### config.mk
export PLATFORM = sky130hd
export DESIGN_NAME = dmem_arbiter
export DESIGN_NICKNAME = d
export VERILOG_FILES = /design/src/rtl/dmem_arbiter.sv
export SDC_FILE = /design/constraint.sdc
export NUM_CORES = 1
export LEC_CHECK = 0
export CORE_AREA = 2 2 116 118
export CTS_CLUSTER_SIZE = 28
export DETAILED_ROUTE_END_ITERATION = 8
export DIE_AREA = 0 0 118 120
export HOLD_SLACK_MARGIN = 0.1
export PLACE_DENSITY = 0.67
export SETUP_SLACK_MARGIN = 0.05
export SYNTH_ARGS = -nofsm -noshare
export SYNTH_HDL_FRONTEND = slang
export SYNTH_SLANG_ARGS = --single-unit
### constraint.sdc
create_clock -name clk -period 2.04 [get_ports clk]
set_input_delay 0.204 -clock clk [delete_from_list [all_inputs] [get_ports clk]]
set_output_delay 0.204 -clock clk [all_outputs]
set_load 0.02 [all_outputs]
### src/rtl/dmem_arbiter.sv
// Data-memory port arbiter: MEM stage has priority, DMA gets a forced slot after STARVE_MAX denials.
// Latency: pipeline and DMA access are combinational (0 cycles); DMA read data is registered, 1 cycle after dma_gnt.
// Backpressure: pipe_stall holds the MEM stage only in a forced DMA cycle; DMA holds its request until dma_gnt.
module dmem_arbiter #(
  parameter int ADDR_W     = 32,
  parameter int DATA_W     = 32,
  parameter int STARVE_MAX = 4
) (
  input  logic              clk,
  input  logic              rst,
  input  logic              pipe_req,
  input  logic              pipe_we,
  input  logic [ADDR_W-1:0] pipe_addr,
  input  logic [DATA_W-1:0] pipe_wdata,
  output logic [DATA_W-1:0] pipe_rdata,
  output logic              pipe_stall,
  input  logic              dma_req,
  input  logic              dma_we,
  input  logic [ADDR_W-1:0] dma_addr,
  input  logic [DATA_W-1:0] dma_wdata,
  output logic              dma_gnt,
  output logic              dma_rvalid,
  output logic [DATA_W-1:0] dma_rdata,
  output logic              mem_we,
  output logic [ADDR_W-1:0] mem_addr,
  output logic [DATA_W-1:0] mem_wdata,
  input  logic [DATA_W-1:0] mem_rdata
);

  typedef enum logic {
    PIPE_PRI  = 1'b0,
    DMA_FORCE = 1'b1
  } state_t;

  // Counter limits; STARVE_MAX is 1..15 so both fit the 4-bit counter.
  localparam logic [3:0] CNT_MAX  = 4'(STARVE_MAX);
  localparam logic [3:0] CNT_LAST = 4'(STARVE_MAX - 1);

  state_t     state;
  logic [3:0] deny_cnt;
  logic       own_dma;
  logic       gnt_raw;
  logic       deny;

  // Port ownership: DMA wins when the pipeline is idle, or unconditionally in a forced cycle.
  always_comb begin
    own_dma = dma_req && ((state == DMA_FORCE) || !pipe_req);
    gnt_raw = own_dma;
    deny    = dma_req && !gnt_raw;
  end

  // Memory-side mux and handshakes; reset forces every strobe and the address/data bus low.
  always_comb begin
    pipe_rdata = mem_rdata;
    mem_we     = 1'b0;
    mem_addr   = '0;
    mem_wdata  = '0;
    dma_gnt    = 1'b0;
    pipe_stall = 1'b0;
    if (!rst) begin
      if (own_dma) begin
        mem_we    = dma_we && dma_req;
        mem_addr  = dma_addr;
        mem_wdata = dma_wdata;
      end else begin
        mem_we    = pipe_we && pipe_req;
        mem_addr  = pipe_addr;
        mem_wdata = pipe_wdata;
      end
      dma_gnt    = gnt_raw;
      pipe_stall = pipe_req && own_dma;
    end
  end

  // Starvation guard: count consecutive DMA denials and schedule one forced DMA cycle.
  always_ff @(posedge clk or posedge rst) begin
    if (rst) begin
      state    <= PIPE_PRI;
      deny_cnt <= 4'd0;
    end else begin
      case (state)
        PIPE_PRI: begin
          if (deny && (deny_cnt == CNT_LAST)) begin
            state    <= DMA_FORCE;
            deny_cnt <= 4'd0;
          end else if (deny) begin
            deny_cnt <= (deny_cnt == CNT_MAX) ? deny_cnt : deny_cnt + 4'd1;
          end else begin
            deny_cnt <= 4'd0;
          end
        end
        DMA_FORCE: begin
          // Either granted or withdrawn this cycle; both clear the count.
          state    <= PIPE_PRI;
          deny_cnt <= 4'd0;
        end
        default: begin
          state    <= PIPE_PRI;
          deny_cnt <= 4'd0;
        end
      endcase
    end
  end

  // DMA read return: capture memory data one edge after a granted read.
  always_ff @(posedge clk or posedge rst) begin
    if (rst) begin
      dma_rvalid <= 1'b0;
      dma_rdata  <= '0;
    end else begin
      dma_rvalid <= gnt_raw && !dma_we;
      if (gnt_raw && !dma_we) begin
        dma_rdata <= mem_rdata;
      end
    end
  end

endmodule

==> results.md <==
## Timing
• ratio of final minimum period to clock period: 97.2%
• worst relative slew slack: 66.8%
• achievable frequency: 505 MHz
• unrepaired setup endpoints after global routing: true
• Worst Max-Slew Pin Slew: 0.497 ns
• Max Transition Viols Final: 0
• number of hold violations in the final report: 0
• Fin Setup TNS: 0 ns
• worst clock skew on the final layout: 0.00603 ns
• setup-violating endpoint count in the final report: 0
• shortest clock period the worst path allows after layout: 1.98 ns

## Clocking
• number of hold-repair buffers added at the cts stage: 0
• worst-skew pair later-pin latency: 0.28 ns
• CTS tree: done
• clock root buffer master: clkbuf_16
• CTS buffer count: 5
• number of buffers added for setup after CTS: 0
• clock-pin slew reported for the worst setup and hold paths after clock tree synthesis: 0.06 ns
• buffers from clock root to sink, at most: 2
• sink count of the clock tree: 38
• H-tree depth reported by CTS: 2

## Logic synthesis
• proportion of register bits with asynchronous set or reset after synthesis: 100%
• share of the yosys chip area belonging to registers: 33.1%
• combined area of all synthesized cells: 0.00288 mm2
• most frequent cell after synthesis: nand3_1
• most frequent cells after synthesis: nand3_1 (66), a21oi_1 (65), o21ai_0 (64)
• Post-Synthesis Cells: 364
• largest cells by area after synthesis: dfrtp_1 (33%), nand3_1 (11%), mux2_2 (11%)
• Post-Syn Area per Cell: 7.90 um2
• number of synthesized flops with an enable pin: 0
• top-area cell type share of the netlist area: 33.1%
• dominant register cell in the synthesized netlist: dfrtp_1
• Yosys cell types: 26
• cell type contributing the most total cell area after synthesis: dfrtp_1
• net count after synthesis: 532
• Yosys Warn Count: 0
• number of synthesized register bits: 38

## Placement
• hpwl dp: 9.54 mm
• buffers added on ports: 297
• placer's final routability congestion estimate: 0.810
• area post-placement: 0.00581 mm2
• number of cells after detailed placement: 780

## Power
• power density over the cells: 563 mW/mm2
• Pleak: 2.28 nW
• Worst IR Drop VDD: 0.000666 V

## Global routing
• number of antenna violations at the first check in global routing: 0
• largest net degree at the start of global routing: 65
• leftover overflow at the end of global routing: 0
• number of global-route vias before repair: 3703
• wire length of the first global-routing pass: 19.4 mm
• Total GRT Usage: 16.6%

## Worst setup path
• Crit path required time: 1.84 ns
• launching element of the worst setup path: state
• r2r startpoint: state
• worst endpoint data arrival time: 1.78 ns
• kind of end point of the critical path: output port
• Worst Path Max Fanout: 32
• launching element type of the critical path: flip-flop
• worst setup path category: reg2out

## Hold path
• path type of the worst min-delay path: in2async

## Detailed routing
• total via count in the routed design: 3754
• first-pass iteration count of the detailed router: 4
• number of nets with antenna violations after detailed routing: 0
• detail-routed via count per cell: 4.76
• Routed Wire Length: 12.8 mm
• iteration-0 DRC count of the detailed router: 181
• post-detailed-route wirelength per cell: 16.3 um
• number of remaining DRC errors: 0

## Cells and area
• finished layout cell area: 0.00567 mm2
• P&R area growth vs syn: 97.0%
• n_diodes: 0
• non-filler instance count after layout: 789
• layout cell share with drive strength beyond 1: 20.1%
• share of the core filled with cells in the final layout: 43.7%
• number of nets in the finished design: 780
• FILL cells: 1307

## Die
• die height: 120 um
• placement row count: 42
• Core ar.: 0.0130 mm2
• horizontal extent of the die: 118 um
• Top-Level Pins: 298
• initial core utilization: 22.2%
• DIE AREA: 0.0142 mm2

## Flow run
• number of violations of the max-capacitance limit: 0

## Run status
• outcome: finished clean

[final cells by class]
cell class	instances	area [um2]	area share [%]
tap	176	220	3.89
inverter	5	18.8	0.331
clock buffer	6	139	2.45
sequential	38	951	16.8
multi-input combinational	250	1500	26.5
clock inverter	2	12.5	0.221
timing repair buffer	312	2830	49.9
[stage by stage]
stage,total power [W],setup slack [ns],hold WS [ns]
after CTS,0.00324,0.0504,0.230
after floorplan,0.00163,0.362,0.339
after global placement,0.00247,-0.286,0.469
after global routing,0.00336,0.0165,0.277
final,0.00319,0.0581,0.189
after detailed placement,0.00249,-0.274,0.478
[worst paths after layout]
check	end	cells past startpoint	slack (ns)
min	deny_cnt[2]	3	0.19
max in group asynchronous	dma_rdata[13]	3	1.49
min in group clk	deny_cnt[1]	3	0.32
min reg2reg	dma_rdata[24]	1	0.49
max reg2reg	dma_rdata[10]	5	0.22
max	mem_wdata[18]	5	0.06
[metal layers]
metal | up-vias | global-route usage, % | part of all wire (%)
met1 | 1758 | 19.7 | 41
met2 | 220 | 29.8 | 49
li1 | 1760 | - | -
met5 | - | 0 | 0
met4 | 0 | 3.77 | 1.6
met3 | 16 | 4.56 | 8.3
[sequential cells by signal, indices dropped and copies added, names as in the netlist]
name,count
dma_rvalid,1
dma_rdata,32
state,1
deny_cnt,4
[timing repair]
| item | CTS | global route |
|---|---|---|
| endpoints found under the hold margin | 0 | 0 |
| cloned | 0 | 1 |
| pin swaps | 1 | 2 |
| setup endpoints to repair | 67 | 65 |
| resized for setup | 80 | 120 |
[where the power goes]
part           internal (W)  switching (W)
Combinational      0.000769       0.000691
Sequential         0.000878      0.0000635
Clock              0.000484       0.000302
[critical path, stage by stage, from the launching register on]
cell	delay, ns
dfrtp_1	0.38
and2b_2	0.30
clkbuf_16	0.23
o21ai_0	0.13
a21oi_1	0.17
clkdlybuf4s15_2	0.28
[cell families after synthesis]
group | count (synthesis) | share of synthesized area, %
buf+inv | 76 | 15.0
flops | 38 | 33.1
mux | 34 | 13.2
simple gates | 83 | 14.9
xor+xnor | 1 | 0.305
compound gates | 130 | 22.7
fa+ha+maj | 2 | 0.870
[cells in the final DEF (no fill, tap or decap)]
| master | instances |
|---|---|
| mux2_2 | 29 |
| o21ai_0 | 64 |
| clkdlybuf4s50_1 | 228 |
| xnor2_1 | 1 |
| buf_2 | 5 |
| inv_1 | 4 |
| clkinvlp_4 | 1 |
| nor3_1 | 2 |
| nor3_4 | 1 |
| dfrtp_1 | 38 |
| or3b_2 | 1 |
| clkdlybuf4s15_1 | 1 |
| ha_1 | 2 |
| a21oi_1 | 65 |
| dlygate4sd2_1 | 2 |
| nand2_1 | 3 |
| nor3b_1 | 1 |
| mux2_1 | 3 |
| clkbuf_2 | 60 |
| clkinv_2 | 1 |
| clkdlybuf4s15_2 | 1 |
| clkbuf_8 | 1 |
| a211oi_1 | 1 |
| and2b_2 | 1 |
| nand3b_1 | 1 |
| buf_12 | 4 |
| mux2i_1 | 2 |
| nand2b_2 | 1 |
| nor2_1 | 6 |
| clkbuf_16 | 6 |
| inv_2 | 1 |
| nand3_1 | 66 |
| buf_4 | 10 |
Note: power is estimated with default switching activity, not from simulation.
